<file path="config.mk">
export PLATFORM = sky130hd
export DESIGN_NAME = motor_pulse_counter
export DESIGN_NICKNAME = d
export VERILOG_FILES = /design/src/rtl/motor_pulse_counter.sv
export SDC_FILE = /design/constraint.sdc
export NUM_CORES = 1
export LEC_CHECK = 0
export ABC_CLOCK_PERIOD_IN_PS = 2940
export CAP_MARGIN = 40
export CORE_MARGIN = 1
export CORE_UTILIZATION = 40
export DETAILED_ROUTE_END_ITERATION = 8
export HOLD_SLACK_MARGIN = 0.12
export RECOVER_POWER = 25
export REMOVE_ABC_BUFFERS = 1
export SETUP_SLACK_MARGIN = 0.15
export SLEW_MARGIN = 20
export SYNTH_ARGS = -nofsm -noshare
export SYNTH_HDL_FRONTEND = slang
export SYNTH_SLANG_ARGS = --single-unit
</file>
<file path="constraint.sdc">
create_clock -name clk -period 2.94 [get_ports clk]
set_input_delay 0.588 -clock clk [delete_from_list [all_inputs] [get_ports clk]]
set_output_delay 0.588 -clock clk [all_outputs]
set_load 0.05 [all_outputs]
</file>
<file path="src/rtl/motor_pulse_counter.sv">
`timescale 1ns/1ps
// Hall/encoder pulse conditioner: synchroniser, glitch filter, signed edge counter, period timer, stall detect, snapshot port.
// Latency: pulse_in rising (first sampling edge) to edge_strobe is FILTER_CYCLES+3 clk edges; count/period update one cycle later.
// Backpressure: none on the pulse path; snapshot uses a four-phase snap_req/snap_ack level handshake.
//
// Ports:
//   clk, reset            system clock, synchronous active-high reset
//   pulse_in              raw asynchronous hall pulse
//   dir                   0 = count up, 1 = count down (sampled in the edge_strobe cycle)
//   snap_req / snap_ack   snapshot handshake; snap_count/snap_period/snap_valid hold the captured set
//   count, period         live signed position and last edge-to-edge period in clk cycles
//   period_valid          two edges seen since reset or stall recovery
//   stalled               no edge for STALL_CYCLES
//   edge_strobe           one-cycle pulse per filtered rising edge
//
// Optional feature: define PULSE_CLR_ON_SNAP_EN to clear count on every snapshot capture (delta mode).

module motor_pulse_counter #(
    parameter int COUNT_W       = 16,
    parameter int PERIOD_W      = 20,
    parameter int FILTER_CYCLES = 4,
    parameter int STALL_CYCLES  = 480000
) (
    input  logic                clk,
    input  logic                reset,
    input  logic                pulse_in,
    input  logic                dir,
    input  logic                snap_req,
    output logic                snap_ack,
    output logic [COUNT_W-1:0]  snap_count,
    output logic [PERIOD_W-1:0] snap_period,
    output logic                snap_valid,
    output logic [COUNT_W-1:0]  count,
    output logic [PERIOD_W-1:0] period,
    output logic                period_valid,
    output logic                stalled,
    output logic                edge_strobe
);

    localparam int FCW = (FILTER_CYCLES > 1) ? $clog2(FILTER_CYCLES) : 1;
    localparam logic [FCW-1:0]      FILT_LAST = FCW'(FILTER_CYCLES - 1);
    localparam logic [PERIOD_W-1:0] PMAX      = '1;
    localparam logic [PERIOD_W-1:0] STALL_AT  = PERIOD_W'(STALL_CYCLES - 1);

    typedef enum logic {S_IDLE, S_ACK} snap_state_t;

    logic               sync1;
    logic               sync2;
    logic               filt;
    logic               filt_d;
    logic [FCW-1:0]     fcnt;
    logic [PERIOD_W-1:0] timer;
    logic               armed;
    logic [COUNT_W-1:0] step;
    logic               capture;
    snap_state_t        snap_state;

    // Two-flop synchroniser; pulse_in goes straight into the first flop.
    always_ff @(posedge clk) begin
        if (reset) begin
            sync1 <= 1'b0;
            sync2 <= 1'b0;
        end else begin
            sync1 <= pulse_in;
            sync2 <= sync1;
        end
    end

    // The filtered level only follows the synchronised line after it has
    // disagreed for FILTER_CYCLES consecutive samples.
    always_ff @(posedge clk) begin
        if (reset) begin
            filt <= 1'b0;
            fcnt <= '0;
        end else if (sync2 == filt) begin
            fcnt <= '0;
        end else if (fcnt == FILT_LAST) begin
            filt <= ~filt;
            fcnt <= '0;
        end else begin
            fcnt <= fcnt + FCW'(1);
        end
    end

    always_ff @(posedge clk) begin
        if (reset) begin
            filt_d      <= 1'b0;
            edge_strobe <= 1'b0;
        end else begin
            filt_d      <= filt;
            edge_strobe <= filt & ~filt_d;
        end
    end

    // All-ones is -1 in two's complement, so the down step is a plain add.
    assign step    = dir ? '1 : COUNT_W'(1);
    assign capture = (snap_state == S_IDLE) && snap_req;

    always_ff @(posedge clk) begin
        if (reset) begin
            count <= '0;
`ifdef PULSE_CLR_ON_SNAP_EN
        end else if (capture) begin
            // The snapshot takes the pre-edge value, so a coincident edge
            // becomes the first step of the new delta window.
            count <= edge_strobe ? step : '0;
`endif
        end else if (edge_strobe) begin
            count <= count + step;
        end
    end

    // Timer restarts on each strobe, so timer+1 at the next strobe is the
    // exact strobe-to-strobe distance. The first edge after reset or stall
    // only arms the measurement because the timer start point is unknown.
    always_ff @(posedge clk) begin
        if (reset) begin
            timer        <= '0;
            period       <= '0;
            period_valid <= 1'b0;
            armed        <= 1'b0;
            stalled      <= 1'b0;
        end else if (edge_strobe) begin
            timer   <= '0;
            stalled <= 1'b0;
            if (armed) begin
                period       <= (timer == PMAX) ? PMAX : timer + PERIOD_W'(1);
                period_valid <= 1'b1;
            end else begin
                armed <= 1'b1;
            end
        end else begin
            if (timer != PMAX) begin
                timer <= timer + PERIOD_W'(1);
            end
            if (!stalled && (timer == STALL_AT)) begin
                stalled      <= 1'b1;
                period_valid <= 1'b0;
                armed        <= 1'b0;
                period       <= PMAX;
            end
        end
    end

    // Snapshot handshake: capture once on request, hold until the requester
    // drops snap_req, then release snap_ack one cycle later.
    always_ff @(posedge clk) begin
        if (reset) begin
            snap_state  <= S_IDLE;
            snap_ack    <= 1'b0;
            snap_count  <= '0;
            snap_period <= '0;
            snap_valid  <= 1'b0;
        end else begin
            case (snap_state)
                S_IDLE: begin
                    if (snap_req) begin
                        snap_count  <= count;
                        snap_period <= period;
                        snap_valid  <= period_valid;
                        snap_ack    <= 1'b1;
                        snap_state  <= S_ACK;
                    end
                end
                S_ACK: begin
                    if (!snap_req) begin
                        snap_ack   <= 1'b0;
                        snap_state <= S_IDLE;
                    end
                end
            endcase
        end
    end

endmodule

</file>
==> results.cfg, run 1 <==
[run_status]
outcome = finished clean

[cells_and_area]
areaGrowthSynthToFinish_pct = 30.43
drive_gt1_share_pct = 11.98
nNetsFinal = 594
stdcell_count = 716
finish.instance_area_sq_mm = 0.005926
antenna_cells = 0

[sta]
max_freq_ghz = 0.4089
grt_setup_unrepaired = no
fin_crit_sh_pct = 83.18
finalHoldViolCount = 0
period_needed_ps = 2445
relSlewSlack_pct = 18.15
worst_pin_slew_ps = 1228
finClkSkew_ps = 8.142
final_max_slew_viol_count = 0
setup_viol = 0

[detailed_routing]
viasPerCell = 5.010
ant_nets = 0
routed_wl_um = 9768
vias = 3587
routedWlPerCell_um = 13.64
drt_iter0_markers = 96
drc = 0
drtPass1Iterations = 4

[power]
p_per_area_mw_per_mm2 = 447.7
pwr-share-seq_pct = 54.1
clockPowerShare_pct = 40.9
switching_share_pct = 22.29
p_sw_uw = 591.3
p_total_mw = 2.653
irDropWorstVdd_v = 0.0003548
combPwrFrac_pct = 5.1
p_int_mw = 2.062
leakage_nw = 2.360

[global_route]
grt_max_degree = 54
grt_use_met2_pct = 31.19
grt_pass1_wl_um = 16340
top_usage_layer = met2
track_usage_pct = 17.62
use_met3_pct = 5.244
antenna_found_initial = 0
overflow = 0
grt_use_met1_pct = 20.66
grt_pass1_vias = 3471

[floorplan]
io-pin-count = 82
start_util_pct = 41.54
dieArea_sq_mm = 0.01179
row_count = 38
coreArea_sq_mm = 0.01094
die_height_um = 108.6
die_w_um = 108.6

[critical_path]
cp_max_fo = 12
worstPathRequired_ps = 3180
startpoint = dir
worstReg2RegStart = count[1]
critPathCaptureType = flip-flop
cp_data_arrival_time_ps = 2680
timing.rr.end = count[15]
crit_path_start_kind = input pin
path_class = input pin to flip-flop
rrSetupSlack_ps = 630
r2r_cells = 8

[yosys]
synth_common_cells = dfxtp_1, nor2_1, mux2i_1
synth.area.top_cells = dfxtp_1, mux2i_1, nor2_1
ys.flop_type = dfxtp_1
postSynthCellCount = 474
synth_most_common_cell = dfxtp_1
synth_largest_area_cell = dfxtp_1
seq_area_frac_synth_pct = 46.27
ys_warn_count = 0
netlist.area_leader.share_pct = 46.27
syn_area_sq_mm = 0.004543
synth_cell_types = 47
synth_edf_count = 0
synth_area_per_cell_sq_um = 9.585
synth.ff_latch_count = 105
async_reset_ff_share_pct = 0

[worst_hold_path]
min_path_cells = 1
hold_end = edge_strobe
hold_path.startpoint = filt_d
min_path_type = flip-flop to flip-flop

[placement]
postPlaceCellArea_sq_mm = 0.005655
dpl.cell_count = 700
placement.io_buffers = 81
detailed_place_hpwl_um = 6894
gp_congestion = 0.8840

[clock_tree]
cts_sinks = 105
htree_levels = 3
ctsLongestPathBuffers = 2
clk_pin_slew_ps = 70
cts_buffers = 9
holdBufCountCts = 0
root_buffer = clkbuf_16
cts_tree = yes
clk_latency_ps = 350

[job]
cap_viol_max_count = 0
## critical path, cell delays in order
cell and delay (ps):
dlymetal6s2s_1 150, buf_12 160, ha_1 320, a211oi_2 240, nor2_1 90, o21a_1 210, a21bo_2 210, a31oi_2 150
mux2i_1 210, mux2_2 350
## per-stage QoR
step	hold slack (ps)	setup TNS [ps]	util, %	setup slack (ps)
after floorplan	367.4	0	-	325.4
after detailed placement	385.8	-1013	51.72	-249.2
after global placement	380.7	-680.0	51.72	-179.2
after CTS	395.2	0	54.18	162.1
final	391.2	0	54.19	494.6
after global routing	438.7	0	54.19	405.6
## routing by layer
metal  vias to the layer above  share of wire (%)  wire, um
li1                       1840                  -         -
met1                      1687                 45      4440
met2                        55                 50      4890
met3                         5                4.0       387
met4                         0               0.51        50
met5                         -                  0         0
## kinds of logic (layout without fill, tap and decap cells)
logic type | Yosys count | count (layout) | synth area share (%)
compound gates | 79 | 79 | 12.56
xor+xnor | 28 | 28 | 5.398
fa+ha+maj | 18 | 18 | 5.122
buf+inv | 32 | 134 | 3.222
flops | 105 | 105 | 46.27
mux | 50 | 50 | 11.07
simple gates | 162 | 162 | 16.36
## registers in the layout (all words and copies together) (netlist names)
register      cells
period           20
snap_period      20
timer            20
count            16
snap_count       16
fcnt              2
armed             1
edge_strobe       1
filt              1
filt_d            1
period_valid      1
snap_ack          1
snap_state        1
snap_valid        1
stalled           1
sync1             1
sync2             1
## power groups by stage
stage	Clock, mW	Sequential, mW	Combinational (mW)
2_1_floorplan	0	1.47	0.0730
3_5_place_dp	0	1.47	0.137
3_3_place_gp	0	1.47	0.134
4_1_cts	1.13	1.43	0.138
6_report	1.08	1.43	0.134
5_1_grt	1.18	1.43	0.148
## repair_timing
item | 4_1_cts | 5_1_grt
buffers inserted | 0 | 0
setup endpoints to repair | 1 | 5
pin swaps | 1 | 1
gates resized for setup | 1 | 5
hold endpoints to repair | 0 | 0
## layout by cell type (no fill, tap or decap), types with 8 or more instances in the layout
master / count
ha_1: 17
nor2_1: 96
clkdlybuf4s50_1: 78
nand3_1: 10
clkbuf_16: 9
xor2_1: 15
inv_1: 8
xnor2_1: 13
a211oi_1: 11
a21oi_1: 24
mux2i_1: 48
dfxtp_1: 105
and3_1: 9
buf_4: 26
nand2_1: 14
a211oi_2: 11
## how the worst max path moves through the flow
stage	end	slack (ps)	cells after the start
floorplan	count[15]	330	8
global placement	count[15]	-180	10
detailed placement	count[15]	-250	10
CTS	count[15]	160	10
global route	snap_period[19]	410	5
finish	count[15]	490	10
## final cells by class
| class | count | area (sq um) |
|---|---|---|
| Clock inverter | 4 | 27.53 |
| Timing Repair Buffer | 110 | 1033 |
| Sequential cell | 105 | 2102 |
| Multi-Input combinational cell | 337 | 2321 |
| Inverter | 8 | 30.03 |
| Tap cell | 140 | 175.2 |
| Fill cell | 1036 | 5010 |
| Clock buffer | 12 | 236.5 |
No activity file was read; power rests on OpenSTA's default activity.
==> inputs of run 2 (changes only) <==
Settings changed: ABC_CLOCK_PERIOD_IN_PS 2940 to 2029, PLACE_DENSITY set to 0.66.
Clock period 2.94 ns to 2.03 ns, I/O delays scaled along.
==> results.cfg, run 2 (same netlist as run 1, synthesis figures left out) <==
[critical_path]
path_class = flip-flop to flip-flop
worstSetupEndpoint = count[15]
cp_max_fo = 3
r2r_cells = 8
cp_data_arrival_time_ps = 2340
critPathCaptureType = flip-flop
worstPathRequired_ps = 2260
worstReg2RegStart = count[1]
crit_path_start_kind = flip-flop
startpoint = count[1]
timing.rr.end = count[15]
rrSetupSlack_ps = -80

[sta]
setup_tns_ps = -207.7
final_max_slew_viol_count = 0
finalHoldViolCount = 0
worst_slack_ps = -77.54
period_needed_ps = 2108
relSlewSlack_pct = 54.94
worst_pin_slew_ps = 678.8
finClkSkew_ps = 11.58
max_freq_ghz = 0.4745
grt_setup_unrepaired = yes
setup_viol = 4
fin_crit_sh_pct = 103.8

[clock_tree]
cts_buffers = 9
clk_latency_ps = 340
cts_sinks = 105
cts_tree = yes
htree_levels = 3
clk_pin_slew_ps = 70
holdBufCountCts = 0
ctsLongestPathBuffers = 2
root_buffer = clkbuf_16

[global_route]
grt_pass1_wl_um = 17980
overflow = 0
track_usage_pct = 19.20
antenna_found_initial = 0
grt_max_degree = 40
grt_pass1_vias = 3805

[cells_and_area]
n_fill_cell = 936
finish.instance_area_sq_mm = 0.006538
reg_top3 = period (20), snap_period (20), timer (20)
mostFrequentLayoutCells = nor2_1, dfxtp_1, dlygate4sd2_1
nNetsFinal = 638
drive_gt1_share_pct = 27.26
post-route-util_pct = 59.78
stdcell_count = 760
areaGrowthSynthToFinish_pct = 43.90
antenna_cells = 0

[power]
switching_share_pct = 23.99
pwr-share-seq_pct = 52.0
combPwrFrac_pct = 6.3
leakage_nw = 2.982
irDropWorstVdd_v = 0.0006812
p_int_mw = 3.034
clockPowerShare_pct = 41.7
p_per_area_mw_per_mm2 = 610.5
p_sw_uw = 957.3

[detailed_routing]
viasPerCell = 5.111
ant_nets = 0
drt-met1-wl_um = 4893
top_layer = met4
routedWlPerCell_um = 14.97
drc = 0
drt_iter0_markers = 139
routed_wl_um = 11370
wl_met3_um = 435
route.met2.wl_um = 5869
vias = 3884
drtPass1Iterations = 4

[floorplan]
die_height_um = 108.6
coreArea_sq_mm = 0.01094
start_util_pct = 41.54
die_w_um = 108.6
dieArea_sq_mm = 0.01179
row_count = 38
io-pin-count = 82

[placement]
dpl.cell_count = 736
placement.io_buffers = 81
detailed_place_hpwl_um = 7368
gp_congestion = 1.019
pre_cts_ws_ps = -958.7
postPlaceCellArea_sq_mm = 0.005961

[worst_hold_path]
min_path_type = flip-flop to flip-flop

[run_status]
violations = negative setup slack
outcome = finished with violations

[job]
cap_viol_max_count = 0
==> run 2: worst max-delay path, cell delays in order, from the launching register on <==
cell	delay (ps)
dfxtp_4	370
ha_4	220
a211oi_2	200
nor2_2	70
o21a_1	200
a21bo_2	240
a31oi_4	140
mux2i_1	220
mux2_2	350
==> run 2: how the worst min path moves through the flow <==
stage / slack, ps / startpoint / to / cells past startpoint
after floorplan: 370 / filt_d / edge_strobe / 1
after global placement: 370 / filt_d / edge_strobe / 1
after detailed placement: 380 / filt_d / edge_strobe / 1
after CTS: 390 / filt_d / edge_strobe / 1
after global routing: 410 / filt_d / edge_strobe / 1
final: 390 / filt_d / edge_strobe / 1
==> run 2: power by group through the flow <==
| stage | Sequential [mW] | Combinational, mW | Clock, mW |
|---|---|---|---|
| global route | 2.08 | 0.274 | 1.81 |
| finish | 2.08 | 0.251 | 1.66 |
| floorplan | 2.13 | 0.106 | 0 |
| detailed placement | 2.12 | 0.220 | 0 |
| CTS | 2.07 | 0.243 | 1.71 |
| global placement | 2.12 | 0.216 | 0 |
==> run 2: per-layer routing <==
layer / track usage [%] / up-vias
met3: 4.943 / 15
met4: 6.178 / 0
met2: 34.67 / 78
li1: - / 1924
met5: 0 / -
met1: 21.88 / 1867
==> run 2: timing repair <==
action                                  in CTS  in global routing
setup buffers                                3                  3
endpoints found under the setup margin      91                 29
gates cloned                                 1                  1
gates resized for setup                    109                 40
pin swaps                                   18                 12
==> run 2: layout make-up <==
| type | instances | area (sq um) | area share [%] |
|---|---|---|---|
| Sequential cell | 105 | 2118 | 32.40 |
| Timing Repair Buffer | 153 | 1321 | 20.21 |
| Clock inverter | 7 | 65.06 | 0.9952 |
| Clock buffer | 9 | 225.2 | 3.445 |
| Tap cell | 140 | 175.2 | 2.679 |
| Inverter | 8 | 30.03 | 0.4593 |
| Multi-Input combinational cell | 338 | 2603 | 39.81 |
==> run 2: through the flow <==
stage | power, mW | hold WS [ps]
floorplan | 2.235 | 367.4
global placement | 2.339 | 372.6
detailed placement | 2.344 | 384.2
CTS | 4.023 | 394.2
global route | 4.156 | 414.0
finish | 3.991 | 392.8
